$ cat src/rtl/wbs_bridge_pkg.sv
// wbs_bridge_pkg: shared constants, FSM state type and byte-lane merge for the Wishbone memory bridge.
package wbs_bridge_pkg;
    localparam logic [7:0] WBS_CTRL_REGION = 8'h30;
    localparam logic [7:0] WBS_BANK_BASE = 8'h31;
    localparam logic [23:0] CTRL_MODE = 24'h0;
    localparam logic [23:0] CTRL_DEBUG = 24'h1;
    localparam logic [23:0] CTRL_ID = 24'h2;

    typedef enum logic [1:0] {IDLE, RD_REQ, RD_CAP, ACK} wbs_state_e;

    function automatic logic [31:0] merge_beat(input logic [31:0] old, input logic [31:0] din, input logic [3:0] sel);
        logic [31:0] m;
        m = old;
        for (int i = 0; i < 4; i++)
            m[8*i +: 8] = sel[i] ? din[8*i +: 8] : old[8*i +: 8];
        return m;
    endfunction
endpackage

$ cat src/rtl/wbs_beat_stager.sv
// wbs_beat_stager: per-beat staging of a wide bank word with byte-lane merge.
module wbs_beat_stager
    import wbs_bridge_pkg::*;
#(
    parameter int WORD_WIDTH = 64,
    parameter int BEATS = 2,
    parameter int BEAT_BITS = 1
) (
    input logic clk,
    input logic rst,
    input logic wr,
    input logic [BEAT_BITS-1:0] beat,
    input logic [31:0] din,
    input logic [3:0] sel,
    output logic [WORD_WIDTH-1:0] word
);
    logic [BEATS*32-1:0] staging;

    // The final beat merges into the top slot too; the commit word is staging truncated.
    always_ff @(posedge clk or posedge rst) begin
        if (rst)
            staging <= '0;
        else if (wr)
            staging[32*beat +: 32] <= merge_beat(staging[32*beat +: 32], din, sel);
    end

    assign word = staging[WORD_WIDTH-1:0];
endmodule

$ cat src/rtl/wbs_mem_bridge.sv
// wbs_mem_bridge: Wishbone classic slave exposing control registers and NUM_BANKS wide SRAM banks.
module wbs_mem_bridge
    import wbs_bridge_pkg::*;
#(
    parameter int NUM_BANKS = 8,
    parameter int WORD_WIDTH = 64,
    parameter int BANK_ADDRW = 6,
    parameter logic [31:0] ID_VALUE = 32'h5742_0001
) (
    input logic wb_clk_i,
    input logic wb_rst_i,
    input logic wbs_stb_i,
    input logic wbs_cyc_i,
    input logic wbs_we_i,
    input logic [3:0] wbs_sel_i,
    input logic [31:0] wbs_dat_i,
    input logic [31:0] wbs_adr_i,
    output logic wbs_ack_o,
    output logic [31:0] wbs_dat_o,
    output logic wbs_mode,
    output logic wbs_debug,
    output logic [NUM_BANKS-1:0] mem_csb,
    output logic [NUM_BANKS-1:0] mem_web,
    output logic [BANK_ADDRW-1:0] mem_addr,
    output logic [WORD_WIDTH-1:0] mem_wdata,
    input logic [NUM_BANKS*WORD_WIDTH-1:0] mem_rdata
);
    localparam int BEATS = (WORD_WIDTH + 31) / 32;
    localparam int BEAT_BITS = BEATS > 1 ? $clog2(BEATS) : 1;
    localparam int BANK_BITS = NUM_BANKS > 1 ? $clog2(NUM_BANKS) : 1;
    localparam int PADW = BEATS * 32;

    wbs_state_e state, next;
    logic [BANK_BITS-1:0] bank_q;
    logic [BEAT_BITS-1:0] beat_q;
    logic commit_q;
    logic [7:0] region, bank_off;
    logic [23:0] word;
    logic [BEAT_BITS-1:0] beat;
    logic is_ctrl, is_bank, bank_go, last_beat, accept;
    logic [31:0] ctrl_rd, rd_beat;
    logic [PADW-1:0] rd_pad;
    logic [NUM_BANKS-1:0] bank_mask;

    always_comb begin
        region = wbs_adr_i[31:24];
        word = wbs_adr_i[23:0];
        beat = wbs_adr_i[BEAT_BITS-1:0];
        bank_off = region - WBS_BANK_BASE;
        is_ctrl = region == WBS_CTRL_REGION;
        is_bank = region >= WBS_BANK_BASE && int'(bank_off) < NUM_BANKS;
        bank_go = is_bank && int'(beat) < BEATS && wbs_debug;
        last_beat = int'(beat) == BEATS - 1;
        accept = state == IDLE && wbs_cyc_i && wbs_stb_i && !wbs_ack_o;
        ctrl_rd = word == CTRL_MODE ? {31'b0, wbs_mode} :
                  word == CTRL_DEBUG ? {31'b0, wbs_debug} :
                  word == CTRL_ID ? ID_VALUE : 32'h0;
        rd_pad = PADW'(mem_rdata[int'(bank_q)*WORD_WIDTH +: WORD_WIDTH]);
        rd_beat = rd_pad[32*beat_q +: 32];
        bank_mask = NUM_BANKS'(1) << bank_q;
    end

    always_ff @(posedge wb_clk_i or posedge wb_rst_i) begin
        if (wb_rst_i)
            state <= IDLE;
        else
            state <= next;
    end

    always_comb begin
        next = state;
        case (state)
            IDLE: next = accept ? (bank_go && !wbs_we_i ? RD_REQ : ACK) : IDLE;
            RD_REQ: next = RD_CAP;
            RD_CAP: next = ACK;
            ACK: next = IDLE;
            default: next = IDLE;
        endcase
    end

    always_comb begin
        wbs_ack_o = state == ACK;
        mem_csb = (state == RD_REQ || (state == ACK && commit_q)) ? ~bank_mask : '1;
        mem_web = (state == ACK && commit_q) ? ~bank_mask : '1;
    end

    // Gated, unmapped and out-of-range reads all return zero; writes only touch mapped targets.
    always_ff @(posedge wb_clk_i or posedge wb_rst_i) begin
        if (wb_rst_i) begin
            wbs_dat_o <= '0;
            wbs_mode <= 1'b0;
            wbs_debug <= 1'b0;
            mem_addr <= '0;
            bank_q <= '0;
            beat_q <= '0;
            commit_q <= 1'b0;
        end else begin
            if (accept) begin
                bank_q <= bank_off[BANK_BITS-1:0];
                beat_q <= beat;
                commit_q <= bank_go && wbs_we_i && last_beat;
                if (bank_go)
                    mem_addr <= wbs_adr_i[BEAT_BITS +: BANK_ADDRW];
                if (!wbs_we_i && !bank_go)
                    wbs_dat_o <= is_ctrl ? ctrl_rd : 32'h0;
                if (wbs_we_i && is_ctrl && wbs_sel_i[0]) begin
                    if (word == CTRL_MODE)
                        wbs_mode <= wbs_dat_i[0];
                    if (word == CTRL_DEBUG)
                        wbs_debug <= wbs_dat_i[0];
                end
            end
            if (state == RD_CAP)
                wbs_dat_o <= rd_beat;
        end
    end

    wbs_beat_stager #(
        .WORD_WIDTH(WORD_WIDTH),
        .BEATS(BEATS),
        .BEAT_BITS(BEAT_BITS)
    ) u_stager (
        .clk(wb_clk_i),
        .rst(wb_rst_i),
        .wr(accept && bank_go && wbs_we_i),
        .beat(beat),
        .din(wbs_dat_i),
        .sel(wbs_sel_i),
        .word(mem_wdata)
    );
endmodule

$ cat config.mk
export PLATFORM = sky130hd
export DESIGN_NAME = wbs_mem_bridge
export DESIGN_NICKNAME = d
export VERILOG_FILES = /design/src/rtl/wbs_bridge_pkg.sv /design/src/rtl/wbs_beat_stager.sv /design/src/rtl/wbs_mem_bridge.sv
export SDC_FILE = /design/constraint.sdc
export NUM_CORES = 1
export LEC_CHECK = 0
export CAP_MARGIN = 20
export CORE_AREA = 2 2 273 275
export CTS_CLUSTER_SIZE = 25
export DETAILED_ROUTE_END_ITERATION = 8
export DIE_AREA = 0 0 275 277
export PLACE_DENSITY = 0.45
export SETUP_SLACK_MARGIN = 0.5
export SLEW_MARGIN = 20
export SYNTH_ARGS = -nofsm -noshare
export SYNTH_HDL_FRONTEND = slang
export SYNTH_SLANG_ARGS = --single-unit
$ cat constraint.sdc
create_clock -name wb_clk_i -period 3.58 [get_ports wb_clk_i]
set_input_delay 0.537 -clock wb_clk_i [delete_from_list [all_inputs] [get_ports wb_clk_i]]
set_output_delay 0.537 -clock wb_clk_i [all_outputs]
set_load 0.05 [all_outputs]
==> metrics <==
RSZ-0062 raised after global routing=no; Synthesized Nets=1124; slowest stage delay, CP=0.56 ns; Initial Util=0.115; largest buffer count on any clock path=2; Yosys top cell by area=mux4_2; initial antenna violation count=20; Sw Share=0.410; post-synthesis compound-gate area fraction=0.0528; endpoints failing hold=0; total grt overflow=0; Gate Count Post-Synth=534; clock latency on the worst-skew pair=0.39 ns; top cell type's share of synthesized area=0.421; clock share of power=0.140; Top delay family on crit path=simple AND/OR/NAND/NOR gates; WL/cell=25.2 um; Total Wirelength=55700 um; post-route cell area=17100 um2; Synth warnings=0; CP endpoint kind=register; static leakage=6.23 nW; Final Max Tran Viols=0; DIE WIDTH=275 um; Post-Synth XOR/XNOR Area=0.00104; part of the Yosys area used for sequential elements=0.329; Setup crit start kind=input port; Worst VDD drop=0.427 mV; CTS Hold Bufs=0; largest net degree at the start of global routing=65; Yosys cell types=43; Comb power frac=0.655; number of global-route vias before repair=9558; WP buf/inv=3; worst-path cell chain=clkdlybuf4s50_1 > inv_1 > ha_1 > nor3b_1 > o21a_1 > nor4_4 > buf_12 > nand4_2 > mux2_2; die area=76200 um2; via count=8492; status=finished, final reports clean; cell at the slowest stage of the critical path=clkdlybuf4s50_1; CTS Buf Count=9; Worst Tran Pin Value=0.903 ns; CP Class=input port to register; final core occ=0.233; Placed Area=16800 um2; NumNets Final=1817; Synth Area in Simple Gates=0.0544; Switch Pwr=3.34 mW; share of cells above drive strength 1=0.244; final setup violation count=0; worst-path fanout max=12; #FFs+latches synth=111; DR vias/cell=3.84; Max-Cap Viols=0; placed insts=2183; Core Area=73600 um2; fillers=7773; GRT Resource Usage Total=0.143; largest family of logic cells by synthesized area=multiplexers; commonest non-fill, non-tap cell in the layout=clkdlybuf4s50_1; asr flop ratio synth=1.00; clock transition at the registers of the reported paths=0.10 ns; commonest cells after routing, fill and taps aside=clkdlybuf4s50_1 (705), mux4_2 (158), dfrtp_1 (107); Flop pwr share=0.205; Cell Pwr Density=475 nW/um2; Final Skew=0.0223 ns; CP arrival=3.22 ns; DRC=0; Clock Sinks=111; total design power=8.14 mW; clk root buf=clkbuf_16; Layout area overhead=103%; Pint=4.81 mW; fmax=338 MHz; Detailed Route Iter0 Violations=304; Post-synth EDFFs=0; required time of the critical path=3.84 ns; Hold Path Class=register to register; R2R setup slack=0.74 ns; Port-buffer cells=705; mux cell area share after synthesis=0.524; setup TNS=0 ns; post-synthesis adder-cell area fraction=0.00741; Post-Layout Cell Count=2211; mean post-synth cell area=15.8 um2; Top Metal Used=met5; metal3 WL=4610 um; final worst slack=0.625 ns; Std-Cell Rows=100; Top Ports=706; CTS H-tree depth=3; gpl congestion=0.874; global-route wire length before repair=75400 um; DRT Pass-1 Iters=4; TritonCTS clock tree=done; dpl hpwl=48100 um; post-route ant nets=0; Post-synth top flop=dfrtp_1; Max-Slew Margin vs Limit=0.396; wire length on met2=29000 um; Routed met1 length=20700 um; die height=277 um; top post-synthesis cells by area=mux4_2 (42%), dfrtp_1 (33%), mux2_2 (9.5%); Final Cycle Share=0.826; hold slack=0.502 ns; Final Critical Period=2.96 ns; Setup WS pre-CTS=0.186 ns; Mapped Area=8440 um2
==> synth_stat cells (2+ instances only) <==
library cell,number
a2111oi_0,2
a311o_1,2
a32o_1,24
buf_1,14
buf_2,14
buf_4,3
clkbuf_1,18
dfrtp_1,111
ha_1,5
inv_1,10
mux2_2,71
mux2_4,3
mux2i_1,2
mux4_2,158
nand2_1,25
nand3_1,7
nand3_4,4
nand4_2,4
nor2_1,7
nor2b_1,6
nor3_1,3
nor3b_1,2
nor4_1,6
o21a_1,2
o21ai_0,6
o221a_2,7
o22ai_1,2
==> cell type report <==
type	count	area [um2]	share of cell area
Clock buffer	10	229	0.0134
Antenna cell	10	25.0	0.00146
Timing Repair Buffer	733	7340	0.429
Multi-Input combinational cell	362	5420	0.316
Inverter	10	41.3	0.00241
Tap cell	969	1210	0.0708
Sequential cell	111	2790	0.163
Clock inverter	6	77.6	0.00453
==> logic make-up after synthesis <==
| group | count (synthesis) |
|---|---|
| adder cells (fa/ha/maj) | 5 |
| AND/OR/NAND/NOR | 73 |
| flip-flops | 111 |
| AO/OA/AOI/OAI | 49 |
| buffers and inverters | 61 |
| XOR/XNOR | 1 |
| multiplexers | 234 |
==> flip-flops by register name (all words and copies together) (netlist names) <==
signal,flops
wbs_mode,1
mem_addr,6
commit_q,1
state,2
wbs_debug,1
bank_q,3
wbs_dat_o,32
beat_q,1
u_stager.word,64
==> power by group through the flow <==
stage	Sequential (mW)	Clock, mW	Combinational [mW]
floorplan	1.89	0	3.08
global placement	1.78	0	5.33
detailed placement	1.78	0	5.36
CTS	1.69	1.23	5.46
global route	1.71	1.27	5.66
finish	1.67	1.14	5.33
==> repair_timing <==
action                     CTS  global route
pin swaps                    0             1
gates cloned                 0             0
setup endpoints to repair    9            29
resized for setup            0             1
setup buffers                2             0
==> worst paths after layout <==
path / startpoint / end / cells past startpoint
min: wbs_dat_o[23] / wbs_dat_o[23] / 1
max reg2reg: state[1] / u_stager.word[55] / 8
max in group asynchronous: wb_rst_i / beat_q / 3
max: wbs_adr_i[24] / u_stager.word[55] / 9
min in group asynchronous: wb_rst_i / u_stager.word[21] / 2
min reg2reg: wbs_dat_o[23] / wbs_dat_o[23] / 1
==> routing by layer <==
metal	vias to the layer above	track usage
li1	3689	-
met3	49	0.0479
met5	-	0
met2	418	0.254
met1	4330	0.157
met4	6	0.0468
Note: power is estimated with default switching activity, not from simulation.
